--- config.mk ---
export PLATFORM = sky130hd
export DESIGN_NAME = dircc_avalon_st_packet_arbiter
export DESIGN_NICKNAME = d
export VERILOG_FILES = /design/src/rtl/dircc_avalon_st_packet_arbiter.sv
export SDC_FILE = /design/constraint.sdc
export NUM_CORES = 1
export LEC_CHECK = 0
export ABC_AREA = 1
export CORE_AREA = 2 2 77 79
export DETAILED_ROUTE_END_ITERATION = 8
export DIE_AREA = 0 0 79 81
export DONT_BUFFER_PORTS = 1
export PLACE_DENSITY = 0.54
export SYNTH_ARGS = -nofsm -noshare
export SYNTH_HDL_FRONTEND = slang
export SYNTH_SLANG_ARGS = --single-unit
--- constraint.sdc ---
create_clock -name clk -period 2 [get_ports clk]
set_clock_uncertainty 0.15 [all_clocks]
set_input_delay 0.4 -clock clk [delete_from_list [all_inputs] [get_ports clk]]
set_output_delay 0.4 -clock clk [all_outputs]
set_load 0.1 [all_outputs]
--- src/rtl/dircc_avalon_st_packet_arbiter.sv ---
`default_nettype none
// ============================================================================
// Module      : dircc_avalon_st_packet_arbiter
// Description : Round-robin, packet-locked Avalon-ST merger. Sources compete
//               with SOP beats in IDLE; the winner owns the output until its
//               EOP beat is accepted. Stray non-SOP beats in IDLE are drained
//               and flagged, and packets of unexpected length are flagged.
// Revision    : 1.0 - initial release
// ============================================================================
module dircc_avalon_st_packet_arbiter #(
    parameter int NUM_INPUTS   = 4,
    parameter int PACKET_WORDS = 8
) (
    input  logic                      clk,
    input  logic                      reset,
    input  logic [NUM_INPUTS*32-1:0]  in_data,
    input  logic [NUM_INPUTS-1:0]     in_valid,
    input  logic [NUM_INPUTS-1:0]     in_sop,
    input  logic [NUM_INPUTS-1:0]     in_eop,
    input  logic [NUM_INPUTS*2-1:0]   in_empty,
    output logic [NUM_INPUTS-1:0]     in_ready,
    output logic [31:0]               out_data,
    output logic                      out_valid,
    output logic                      out_sop,
    output logic                      out_eop,
    output logic [1:0]                out_empty,
    input  logic                      out_ready,
    output logic [NUM_INPUTS-1:0]     grant,
    output logic                      busy,
    output logic                      length_error,
    output logic                      drop_error
);

    localparam int         c_idx_w       = (NUM_INPUTS > 1) ? $clog2(NUM_INPUTS) : 1;
    localparam logic [4:0] c_pkt_words   = 5'(PACKET_WORDS);

    typedef enum logic [0:0] {
        S_IDLE   = 1'b0,
        S_LOCKED = 1'b1
    } state_t;

    state_t                r_state;
    logic [NUM_INPUTS-1:0] r_grant;
    logic [c_idx_w-1:0]    r_grant_idx;
    logic [c_idx_w-1:0]    r_last_grant;
    logic [3:0]            r_count;
    logic                  r_len_flagged;   // length error already reported for this packet
    logic                  r_length_error;
    logic                  r_drop_error;

    logic [NUM_INPUTS-1:0] w_request;
    logic [NUM_INPUTS-1:0] w_stray;
    logic                  w_any_request;
    logic [c_idx_w-1:0]    w_sel_idx;
    logic [31:0]           w_src_data;
    logic                  w_src_valid;
    logic                  w_src_sop;
    logic                  w_src_eop;
    logic [1:0]            w_src_empty;
    logic                  w_transfer;
    logic [4:0]            w_count_next;

    assign w_request    = in_valid & in_sop;
    assign w_stray      = in_valid & ~in_sop;
    assign w_transfer   = out_valid & out_ready;
    assign w_count_next = {1'b0, r_count} + 5'd1;

    // Round-robin pick: first requester at or after the input following the last owner
    always_comb begin
        logic [c_idx_w-1:0] idx;
        w_any_request = 1'b0;
        w_sel_idx     = '0;
        idx           = '0;
        for (int k = 0; k < NUM_INPUTS; k++) begin
            idx = c_idx_w'((int'(r_last_grant) + 1 + k) % NUM_INPUTS);
            if (!w_any_request && w_request[idx]) begin
                w_any_request = 1'b1;
                w_sel_idx     = idx;
            end
        end
    end

    // Select the currently granted source's stream signals
    always_comb begin
        w_src_data  = '0;
        w_src_valid = 1'b0;
        w_src_sop   = 1'b0;
        w_src_eop   = 1'b0;
        w_src_empty = '0;
        for (int i = 0; i < NUM_INPUTS; i++) begin
            if (r_grant_idx == c_idx_w'(i)) begin
                w_src_data  = in_data[i*32 +: 32];
                w_src_valid = in_valid[i];
                w_src_sop   = in_sop[i];
                w_src_eop   = in_eop[i];
                w_src_empty = in_empty[i*2 +: 2];
            end
        end
    end

    // Output stream and per-source ready; everything held quiet during reset
    always_comb begin
        out_valid = 1'b0;
        out_data  = '0;
        out_sop   = 1'b0;
        out_eop   = 1'b0;
        out_empty = '0;
        in_ready  = '0;
        if (!reset) begin
            if (r_state == S_LOCKED) begin
                out_valid = w_src_valid;
                out_data  = w_src_data;
                out_sop   = w_src_sop;
                out_eop   = w_src_eop;
                out_empty = w_src_empty;
                in_ready  = r_grant & {NUM_INPUTS{out_ready}};
            end else begin
                // Non-SOP beats arriving while idle are accepted and discarded
                in_ready  = w_stray;
            end
        end
    end

    // Arbitration/lock state machine with word counting and error pulses
    always_ff @(posedge clk) begin
        if (reset) begin
            r_state        <= S_IDLE;
            r_grant        <= '0;
            r_grant_idx    <= '0;
            r_last_grant   <= c_idx_w'(NUM_INPUTS - 1);
            r_count        <= '0;
            r_len_flagged  <= 1'b0;
            r_length_error <= 1'b0;
            r_drop_error   <= 1'b0;
        end else begin
            r_length_error <= 1'b0;
            r_drop_error   <= 1'b0;
            case (r_state)
                S_IDLE: begin
                    r_drop_error <= |w_stray;
                    if (w_any_request) begin
                        r_state       <= S_LOCKED;
                        r_grant_idx   <= w_sel_idx;
                        r_grant       <= NUM_INPUTS'(1) << w_sel_idx;
                        r_count       <= '0;
                        r_len_flagged <= 1'b0;
                    end
                end
                S_LOCKED: begin
                    if (w_transfer) begin
                        if (out_eop) begin
                            r_state      <= S_IDLE;
                            r_last_grant <= r_grant_idx;
                            r_grant      <= '0;
                            r_count      <= '0;
                            if (!r_len_flagged && (w_count_next != c_pkt_words)) begin
                                r_length_error <= 1'b1;
                            end
                        end else begin
                            if (r_count != 4'hF) begin
                                r_count <= r_count + 4'd1;
                            end
                            // Packet ran past its expected length: report once, keep forwarding
                            if (!r_len_flagged && (w_count_next == c_pkt_words)) begin
                                r_length_error <= 1'b1;
                                r_len_flagged  <= 1'b1;
                            end
                        end
                    end
                end
                default: r_state <= S_IDLE;
            endcase
        end
    end

    assign grant        = r_grant;
    assign busy         = (r_state == S_LOCKED);
    assign length_error = r_length_error;
    assign drop_error   = r_drop_error;

endmodule
`default_nettype wire

# Yosys cells after proc, flatten, opt, wreduce, memory -nomap -nowiden
# Cells that the tools add are included.
[word_totals] register_bits=16 input_bits=151 out_inout_bits=48 wordCells=125
[op_classes] addsub=6 magnitude_cmp=4 eq_ne=12 n_shift=1 muxes=69 bitwise=7 reduce_logical=18
[ops] op="$mux 32" n=6
[ops] op="$mux 1" n=36
[ops] op="$mux 4" n=9
[ops] op="$mux 2" n=10
[ops] op="$pmux 4 s2" n=2
[ops] op="$and 4x4->4" n=3
[ops] op="$lt 2x3->1 const B" n=4
[ops] op="$reduce_and 3->1" n=3
[ops] op="$bmux 1 s2" n=4
[ops] op="$add 2x2->2 const B" n=3
[ops] op="$ne 2x2->1 const B" n=3
[ops] op="$add 4x1->5 const B" n=1
[ops] op="$eq 5x4->1 const B" n=1
[ops] op="$logic_and 1x1->1" n=5
[ops] op="$ne 5x4->1 const B" n=1
[ops] op="$add 4x1->4 const B" n=1
[ops] op="$eq 2x2->1 const B" n=2
[ops] op="$logic_not 1->1" n=4
[ops] op="$ne 2x1->1 const B" n=2
[ops] op="$ne 4x4->1 const B" n=1
[ops] op="$not 4->4" n=1
[ops] op="$pmux 1 s2" n=2
[ops] op="$reduce_and 4->1" n=1
[ops] op="$reduce_or 4->1" n=1
[ops] op="10 further kinds" n=11

# Depth between registers and ports, before layout
# Gate-level depths: netlist of run 1.
[logic_depth] ltp_word=16 depth_mapped=13 depth_no_buf=12

# Worst setup path before layout of run 1
# OpenSTA, ideal clock, no wires.
[synth_path] path_type="reg2out" start="reg r_state (netlist: busy)" end="out in_ready[0]" arrival_ps=3284 t_required_ps=1450 setup_slack_ps=-1834 path_stages_with_launch=4 path_buffers=0 path_cell_list="dfxtp_1 -> inv_2 -> nand2_1 -> o21ai_0"
[synth_between] elab_chain_len=2
[synth_lines] item="from (decl)" line="42" rtl="state_t r_state;"
[synth_lines] item="from (signal assigned)" line="127" rtl="r_state <= S_IDLE;"
[synth_lines] item="from (signal assigned)" line="142" rtl="r_state <= S_LOCKED;"
[synth_lines] item="from (signal assigned)" line="152" rtl="r_state <= S_IDLE;"
[synth_lines] item="$mux 4" line="110" rtl="if (r_state == S_LOCKED) begin"
[synth_lines] item="$mux 4" line="109" rtl="if (!reset) begin"
[synth_lines] item="to (decl)" line="21" rtl="output logic [NUM_INPUTS-1:0] in_ready,"
# No other way between the ends.

# Worst setup path after layout of run 1
[layout_path] start="reg r_grant_idx[0]" end="out out_data[6]"
[layout_between] elab_chain_len=7 elab_cells_between_ends=10 classes_between="eq/ne: 3; mux: 6; reduce/logical: 1"
[layout_lines] item="from (decl)" line="44" rtl="logic [c_idx_w-1:0] r_grant_idx;"
[layout_lines] item="from (signal assigned)" line="143" rtl="r_grant_idx <= w_sel_idx;"
[layout_lines] item="$logic_not 2->1" line="91" rtl="if (r_grant_idx == c_idx_w'(i)) begin"
[layout_lines] item="$mux 32 (3 in a row)" line="91"
[layout_lines] item="$mux 32 *" line="91"
[layout_lines] item="$mux 32 *" line="110"
[layout_lines] item="$mux 32 *" line="109"
[layout_lines] item="to (decl)" line="22" rtl="output logic [31:0] out_data,"
# Mark *: on every way between the ends. The rest lies on a longest branch, timed or not.

==> metrics.csv, run 1 <==
stage,metric,value,unit
outcome,status,"complete, but fails checks",
outcome,violations,negative setup slack,
die,coreArea,5680,sq um
power_and_ir_drop,leakage,0.00157,uW
grt,grt_max_degree,22,
place,hpwl,8030,um
setup_path,cp_cell_sequence,"nand2_4, buf_12, nor2_4, o21ai_2, o211ai_1, clkinvlp_4, buf_12",
timing,slew_headroom,75.4,%
grt,grt_pass1_wl,15700,um
die,start_util,41.3,%
die,pin_count,199,
timing,hold_viol,0,
yosys,synth-xor-area-share,0.747,%
routing,dr.first_iter.drc_count,171,
min_path,hold_path_class,in -> reg,
timing,layout_setup_ws,-0.221,ns
grt,grt_overflow_total,0,
final_layout,drive_gt1_share,48.7,%
yosys,mappedNetlistNets,561,
yosys,synth-simple-area-share,35.4,%
yosys,synth.area.top_cells,"o21ai_0, dfxtp_1, nand2_1",
yosys,yosys.area.top_type,o21ai_0,
power_and_ir_drop,ir_drop,628,uV
final_layout,area_growth,86.3,%
routing,first_pass_iters,5,
yosys,ys_async_sr_fraction,0,%
setup_path,rr_worst_depth,11,
yosys,synth_cell_types,36,
setup_path,worstSetupEndpointType,primary output,
place,gp_congestion,0.842,
setup_path,path_common_cell,buf_12,
die,rows,28,
setup_path,critPathLaunch,r_grant_idx[0]$_SDFFE_PP0P_,
yosys,synth.ff_latch_count,16,
setup_path,crit_end,out_data[6],
yosys,ys_top_cells_by_count,"o21ai_0, nand2_1, nor2_1, inv_1, nand3_1",
setup_path,critPathArrivalTime,1.67,ns
timing,final.period_utilization,111,%
clock_tree,h-tree-depth,1,
routing,wl_per_cell,19.6,um
final_layout,nNetsFinal,628,
timing,fmax,450,MHz
final_layout,diodes,0,
routing,viasPerCell,6.04,
setup_path,cp-start-kind,flop,
place,pre_cts_ws,-0.0352,ns
clock_tree,cts_sinks,16,
yosys,synth_fa_ha_area_share,1.07,%
timing,setup_viol,37,
die,die_w,79,um
yosys,ys.flop_type,dfxtp_1,
grt,antenna_found_initial,0,
yosys,yosysMostFrequentCell,o21ai_0,
timing,tightest_slew,0.366,ns
yosys,netlist.area_leader.share,14.9,%
routing,postRouteWirelength,10800,um
clock_tree,cts_tree,yes,
final_layout,fillers,407,
clock_tree,clockRootBuffer,clkbuf_8,
setup_path,r2r-end,r_count[1]$_SDFFE_PP0P_,
clock_tree,clk_pin_slew,0.07,ns
setup_path,timing.rr.start,r_grant_idx[0]$_SDFFE_PP0P_,
clock_tree,cts_made_buffers,3,
yosys,synth-compound-area-share,37.7,%
timing,period_needed,2.22,ns
timing,tns,-6.20,ns
setup_path,r2r_slack,0.08,ns
timing,rsz0062_at_grt,true,
clock_tree,clk_latency,0.26,ns
setup_path,cp_slowest_cell,dfxtp_4,
power_and_ir_drop,p_per_area,749,nW/um^2
routing,drc_errors,0,
grt,grt_pass1_vias,3057,
setup_path,cp_max_fo,7,
setup_path,max_stage_delay,0.47,ns
setup_path,required,1.45,ns
yosys,syn_inst,408,
yosys,yosys_warnings,0,
timing,drv_slew,0,
setup_path,crit_type,reg -> out,
place,place.port_buffers,0,
die,die_height,81,um
die,die-area,6400,sq um
routing,ant_nets,0,
clock_tree,clock_tree.buffer_depth,2,
run,cap_violations,0,
yosys,syn_area_per_cell,5.75,sq um
yosys,synth.cell_area,2340,sq um
grt,groute.usage.overall,31.0,%
routing,dr_total_vias,3314,
yosys,synth_mux_area_share,0,%
yosys,synth_edf_count,0,
yosys,yosysSeqAreaShare,13.7,%
timing,whs,0.0490,ns
yosys,synth_top_family_by_area,compound AO/OA/AOI/OAI gates,
==> area by class of cell <==
cell class	count	area, sq um	share of cell area [%]
timing repair buffer	85	1270	29.2
inverter	41	259	5.93
clock buffer	4	55.1	1.26
sequential	16	334	7.65
multi-input combinational	328	2350	53.9
tap	75	93.8	2.15
==> worst min path at each step <==
stage | start | end | slack (ns) | cells after the start
6_report | reset | r_count[0]$_SDFFE_PP0P_ | 0.05 | 1
3_3_place_gp | r_len_flagged$_SDFFE_PP0P_ | length_error$_SDFF_PP0_ | 0.27 | 1
4_1_cts | reset | r_count[0]$_SDFFE_PP0P_ | 0.04 | 1
2_1_floorplan | r_len_flagged$_SDFFE_PP0P_ | length_error$_SDFF_PP0_ | 0.25 | 1
5_1_grt | reset | r_count[0]$_SDFFE_PP0P_ | 0.05 | 1
3_5_place_dp | r_len_flagged$_SDFFE_PP0P_ | length_error$_SDFF_PP0_ | 0.27 | 1
==> per-layer routing <==
metal	vias up	global-route usage (%)	wire length (um)
met5	-	0	0
met4	0	14.3	326
met3	29	7.11	901
met2	175	54.5	5620
met1	1557	35.7	3910
li1	1553	-	-
==> logic make-up after synthesis <==
family / after synthesis
flip-flops: 16
AO/OA/AOI/OAI: 152
XOR/XNOR: 2
AND/OR/NAND/NOR: 171
buffers and inverters: 65
adder cells (fa/ha/maj): 2
==> registers in the layout, indices dropped and copies added, names as in the netlist <==
name	cells
grant	4
r_count	4
r_grant_idx	2
r_last_grant	2
busy	1
drop_error	1
length_error	1
r_len_flagged	1
==> report_power, final <==
group          internal, uW  switching [uW]  total (uW)
registers               358            55.5         414
clock network           175             125         300
logic                   947            1610        2560
total                  1480            1790        3270
==> worst max-delay path: cells and delay by family, from the launching register on <==
family                 cells  cell delay, ns
AOI/OAI and AO/OA          2            0.23
and+or+nand+nor            2            0.20
buffers and inverters      3            0.51
DFF                        1            0.47
==> layout by cell type (no fill, tap or decap), types with 2 or more instances in the layout <==
master	Yosys	routed
o21ai_1	12	30
nor2_2	2	20
a21oi_1	24	10
o21a_1	2	2
nand3_2	2	2
buf_8	0	3
nand2_4	3	5
clkinvlp_4	0	20
nand3_1	26	26
buf_4	1	28
dfxtp_2	0	2
nand2_1	53	50
dfxtp_4	0	3
o211ai_1	19	19
inv_1	33	12
nor2_1	52	27
o21bai_4	0	4
inv_6	0	3
o22ai_2	0	3
o21ai_2	0	8
buf_6	2	6
nand2_8	0	3
dfxtp_1	16	11
o21ai_4	0	4
o221ai_2	0	7
inv_2	7	3
nand4_1	6	6
nor2_4	1	8
a21oi_4	0	14
o221ai_4	0	4
o21ai_0	70	40
ha_1	2	2
nand2_2	17	16
o22ai_1	7	3
clkbuf_8	0	4
or2_4	1	5
buf_12	0	46
==> stage by stage <==
stage | total power (uW) | instances | util (%) | cell area, sq um
after global routing | 3420 | 549 | 77.0 | 4370
after global placement | 2600 | 530 | 66.7 | 3780
after CTS | 3150 | 544 | 73.4 | 4170
final | 3270 | 549 | 77.0 | 4370
after floorplan | 2010 | 408 | - | 2780
after detailed placement | 2620 | 530 | 66.7 | 3780
==> what timing repair did <==
action	CTS	global route
gates cloned	1	1
gates resized for setup	63	48
endpoints found under the setup margin	40	52
setup buffers	9	4
pin swaps	15	18
hold buffers	0	0
(Power assumes the default switching activity.)
==> run 2: changes to the inputs <==
--- a/config.mk
+++ b/config.mk
@@ -10,6 +10,7 @@
 export DETAILED_ROUTE_END_ITERATION = 8
 export DIE_AREA = 0 0 79 81
 export DONT_BUFFER_PORTS = 1
+export HOLD_SLACK_MARGIN = 0.05
 export PLACE_DENSITY = 0.54
 export SYNTH_ARGS = -nofsm -noshare
 export SYNTH_HDL_FRONTEND = slang
==> run 2 against run 1 <==
Against the previous run:
- the run still ends with negative setup slack left
- flip-flop and latch count stayed put
- cell area is 0.23% higher
- critical path depth stayed put
- first-iteration DRC count is 2.3% higher
- sequential power hardly changed
- critical path type unchanged
- largest power group unchanged
==> metrics.csv, run 2 (synthesis results as in run 1) <==
stage,metric,value,unit,change
place,place.port_buffers,0,,unchanged
grt,antenna_found_initial,0,,unchanged
timing,tns,-6.21,ns,-0.0137 ns
power_and_ir_drop,leakage,0.00157,uW,+0.27%
routing,first_pass_iters,5,,unchanged
final_layout,layout_common_cells,"nand2_1, buf_12, o21ai_0",,
timing,rsz0062_at_grt,true,,
clock_tree,cts_sinks,16,,unchanged
setup_path,cp_num_buf_inv,3,,unchanged
final_layout,drive_gt1_share,48.6,%,-0.10 points
grt,grt_pass1_wl,15800,um,+0.35%
timing,setup_viol,37,,unchanged
setup_path,path_common_cell,buf_12,,
run,cap_violations,0,,unchanged
outcome,status,"complete, but fails checks",,
outcome,violations,negative setup slack,,
routing,dr_total_vias,3323,,+0.27%
die,pin_count,199,,unchanged
setup_path,critPathArrivalTime,1.67,ns,about the same
die,rows,28,,unchanged
min_path,hold_path_class,in -> reg,,
setup_path,cp_slowest_cell,dfxtp_4,,
final_layout,final_common_cell,nand2_1,,
timing,hold_viol,0,,unchanged
timing,tightest_slew,0.363,ns,-0.00223 ns
die,die_w,79,um,unchanged
die,start_util,41.3,%,unchanged
place,pre_cts_ws,-0.0352,ns,unchanged
clock_tree,clockRootBuffer,clkbuf_8,,
setup_path,required,1.45,ns,about the same
setup_path,crit_type,reg -> out,,
final_layout,final_area,4380,sq um,+0.23%
clock_tree,clock_tree.buffer_depth,2,,unchanged
routing,wl_per_cell,19.7,um,+0.52%
setup_path,max_stage_delay,0.47,ns,about the same
routing,viasPerCell,6.04,,about the same
setup_path,cp_top_family,buffers and inverters,,
grt,grt_overflow_total,0,,unchanged
timing,layout_setup_ws,-0.223,ns,-0.00117 ns
timing,slew_headroom,75.5,%,+0.15 points
routing,drc_errors,0,,unchanged
routing,postRouteWirelength,10800,um,+0.71%
die,coreArea,5680,sq um,unchanged
setup_path,cp_cell_sequence,"nand2_4, buf_12, nor2_4, o21ai_2, o211ai_1, clkinvlp_4, buf_12",,
timing,period_needed,2.22,ns,+0.00117 ns
setup_path,cp-start-kind,flop,,
grt,grt_pass1_vias,3066,,+0.29%
power_and_ir_drop,p_per_area,749,nW/um^2,-0.11%
setup_path,cp_max_fo,7,,unchanged
final_layout,diodes,0,,unchanged
timing,final.period_utilization,111,%,about the same
clock_tree,h-tree-depth,1,,unchanged
setup_path,worstSetupEndpointType,primary output,,
timing,drv_slew,0,,unchanged
routing,ant_nets,0,,unchanged
place,placed_area,3780,sq um,unchanged
grt,groute.usage.overall,31.1,%,+0.12 points
final_layout,nNetsFinal,629,,+0.16%
place,hpwl,8030,um,unchanged
power_and_ir_drop,power.total,3280,uW,+0.12%
place,gp_congestion,0.842,,unchanged
timing,fmax,450,MHz,about the same
die,die_height,81,um,unchanged
setup_path,r2r_slack,0.08,ns,about the same
final_layout,area_growth,86.7,%,
clock_tree,clk_pin_slew,0.07,ns,about the same
die,die-area,6400,sq um,unchanged
routing,dr.first_iter.drc_count,175,,+2.3%
clock_tree,cts_tree,yes,,
grt,grt_max_degree,22,,unchanged
clock_tree,clk_latency,0.26,ns,about the same
clock_tree,cts_made_buffers,3,,unchanged
power_and_ir_drop,ir_drop,631,uV,+0.41%
==> run 2: what timing repair did <==
item	in CTS	in global routing
buffers inserted	9	4
hold buffers	1	0
gates cloned	1	1
resized for setup	63	48
endpoints found under the setup margin	40	52
pin swaps	15	18
endpoints found under the hold margin	2	0
==> run 2: worst paths after layout <==
| path | start | end | cells past startpoint |
|---|---|---|---|
| hold / removal | reset | r_count[2]$_SDFFE_PP0P_ | 1 |
| hold reg to reg | r_len_flagged$_SDFFE_PP0P_ | length_error$_SDFF_PP0_ | 1 |
| setup reg to reg | r_grant_idx[0]$_SDFFE_PP0P_ | r_count[1]$_SDFFE_PP0P_ | 11 |
| setup / recovery | r_grant_idx[0]$_SDFFE_PP0P_ | out_data[6] | 7 |
==> run 2: layout make-up <==
cell class	instances	area, sq um
inverters	41	259
clock buffers	4	55.1
flip-flops and latches	16	334
repair buffers	86	1280
multi-input cells	328	2350
fillers	406	1300
well taps	75	93.8
==> run 2: per-stage QoR <==
step	instances	hold slack [ns]	util [%]
floorplan	408	0.250	-
global placement	530	0.269	66.7
detailed placement	530	0.267	66.7
CTS	545	0.0516	73.6
global route	550	0.0528	77.1
finish	550	0.0533	77.1
==> run 2: metal layers <==
layer	GRT usage (%)	wire length, um
met1	35.9	3990
met2	54.3	5630
met3	7.11	864
met4	15.0	350
met5	0	0
==> run 2: power by group <==
group	switching (uW)	total [uW]	leakage [uW]	internal, uW
combinational	1610	2560	0.00141	948
clock	127	302	0.0000288	175
sequential	55.4	414	0.000132	358
total	1800	3280	0.00157	1480
==> run 3: changes to the inputs <==
--- a/config.mk
+++ b/config.mk
@@ -12,6 +12,7 @@
 export DONT_BUFFER_PORTS = 1
 export HOLD_SLACK_MARGIN = 0.05
 export PLACE_DENSITY = 0.54
+export SKIP_LAST_GASP = 1
 export SYNTH_ARGS = -nofsm -noshare
 export SYNTH_HDL_FRONTEND = slang
 export SYNTH_SLANG_ARGS = --single-unit
==> run 3 against run 2 <==
Against the previous run:
- the flow still finishes with violations (negative setup slack)
- sequential power hardly changed
- utilization is 1.9 points lower
- cell count is 0.36% lower
- non-clock buffer count is 2 lower
- fmax is 0.80% higher
- critical path depth is 1 lower
- register-to-register slack better by 0.02 ns
- critical endpoint unchanged
==> metrics.csv, run 3 (synthesis results as in run 1) <==
stage,metric,value,unit,change
power_and_ir_drop,ir_drop,629,uV,-0.27%
setup_path,cp-start-kind,flop,,
timing,slew_headroom,75.6,%,about the same
timing,tightest_slew,0.362,ns,-0.00109 ns
routing,dr_total_vias,3297,,-0.78%
final_layout,drive_gt1_share,45.7,%,-3.0 points
routing,wl_met1,3850,um,-3.4%
routing,postRouteWirelength,10600,um,-2.3%
setup_path,required,1.45,ns,about the same
timing,final.period_utilization,110,%,-0.88 points
timing,period_needed,2.20,ns,-0.0177 ns
die,die_w,79,um,unchanged
final_layout,area_growth,82.2,%,
place,place.port_buffers,0,,unchanged
timing,drv_slew,0,,unchanged
clock_tree,cts_sinks,16,,unchanged
final_layout,layout_common_cells,"nand2_1, buf_12, o21ai_0",,
clock_tree,h-tree-depth,1,,unchanged
setup_path,crit_type,reg -> out,,
final_layout,final_core_utilization,75.3,%,-1.9 points
routing,routed-wl-met3,832,um,-3.7%
place,hpwl,8030,um,unchanged
die,die-area,6400,sq um,unchanged
power_and_ir_drop,leakage,0.00154,uW,-1.9%
power_and_ir_drop,power.total,3220,uW,-1.9%
routing,top_layer,met4,,
outcome,violations,negative setup slack,,
setup_path,worstSetupEndpointType,primary output,,
clock_tree,cts_tree,yes,,
routing,drc_errors,0,,unchanged
die,pin_count,199,,unchanged
min_path,hold_path_class,in -> reg,,
timing,setup_viol,37,,unchanged
final_layout,final_common_cell,nand2_1,,
outcome,status,"complete, but fails checks",,
final_layout,diodes,0,,unchanged
grt,groute.usage.overall,31.1,%,+0.047 points
grt,grt_max_degree,22,,unchanged
routing,dr.first_iter.drc_count,184,,+5.1%
run,cap_violations,0,,unchanged
clock_tree,clk_latency,0.26,ns,about the same
clock_tree,clk_pin_slew,0.07,ns,about the same
die,die_height,81,um,unchanged
grt,grt_pass1_wl,15800,um,about the same
die,start_util,41.3,%,unchanged
timing,fmax,454,MHz,+0.80%
timing,hold_viol,0,,unchanged
die,coreArea,5680,sq um,unchanged
routing,wl_per_cell,19.3,um,-1.9%
final_layout,nNetsFinal,627,,-0.32%
routing,dr_wl_met2,5530,um,-1.7%
die,rows,28,,unchanged
setup_path,cp_max_fo,7,,unchanged
power_and_ir_drop,p_per_area,753,nW/um^2,+0.55%
routing,ant_nets,0,,unchanged
grt,grt_overflow_total,0,,unchanged
timing,rsz0062_at_grt,true,,
routing,viasPerCell,6.02,,-0.42%
place,gp_congestion,0.842,,unchanged
setup_path,critPathArrivalTime,1.65,ns,-0.02 ns
clock_tree,cts_made_buffers,3,,unchanged
grt,grt_pass1_vias,3058,,-0.26%
clock_tree,clockRootBuffer,clkbuf_8,,
grt,antenna_found_initial,0,,unchanged
clock_tree,clock_tree.buffer_depth,2,,unchanged
timing,layout_setup_ws,-0.205,ns,+0.0177 ns
routing,first_pass_iters,5,,unchanged
run 3: cell types whose count changed in the layout (fill, tap and decap cells not counted), sizes merged:
| cell | before | now |
|---|---|---|
| clkbuf | 5 | 4 |
| buf | 84 | 83 |
run 3: power by group:
part	internal [uW]	switching, uW	leakage [uW]
Sequential	358	54.7	0.000132
Clock	175	127	0.0000288
Combinational	916	1580	0.00138
run 3: cell type report:
class	count	area, sq um
multi-input combinational	328	2280
tap	75	93.8
timing repair buffer	84	1250
fill	412	1400
clock buffer	4	55.1
inverter	41	259
sequential	16	334
run 3: per-stage QoR:
step / std cells / TNS (ns) / hold slack (ns) / setup WS, ns / cell area [sq um]
6_report: 548 / -5.58 / 0.0527 / -0.205 / 4270
3_5_place_dp: 530 / -0.0574 / 0.267 / -0.0352 / 3780
3_3_place_gp: 530 / 0 / 0.269 / 0.0468 / 3780
2_1_floorplan: 408 / -2.70 / 0.250 / -0.122 / 2780
4_1_cts: 545 / -5.18 / 0.0516 / -0.169 / 4170
5_1_grt: 548 / -8.30 / 0.0528 / -0.277 / 4270
run 3: path summary, 6_finish.rpt:
check / startpoint / endpoint / slack, ns / depth (start not counted)
max: r_grant_idx[0]$_SDFFE_PP0P_ / out_data[6] / -0.20 / 6
min: reset / r_count[2]$_SDFFE_PP0P_ / 0.05 / 1
max reg2reg: r_last_grant[0]$_SDFFE_PP1P_ / r_count[1]$_SDFFE_PP0P_ / 0.10 / 10
min reg2reg: r_len_flagged$_SDFFE_PP0P_ / length_error$_SDFF_PP0_ / 0.29 / 1
run 3: repair_timing:
| action | 4_1_cts | 5_1_grt |
|---|---|---|
| endpoints found under the setup margin | 40 | 52 |
| setup buffers | 9 | 3 |
| hold endpoints to repair | 2 | 0 |
| gates resized for setup | 57 | 30 |
| pin swaps | 15 | 10 |
| hold buffers | 1 | 0 |
| gates cloned | 1 | 0 |
run 3: layer usage:
| metal | global-route usage, % | vias to the layer above |
|---|---|---|
| met5 | 0 | - |
| met3 | 7.11 | 35 |
| met2 | 54.0 | 159 |
| met1 | 36.3 | 1554 |
| met4 | 15.0 | 0 |
| li1 | - | 1549 |
run 3: critical path, stage by stage (launching register included):
cell and delay, ns:
dfxtp_4 0.41, buf_2 0.18, o21ai_2 0.18, o21ai_1 0.10, o211ai_1 0.17, clkinvlp_4 0.17
buf_12 0.18
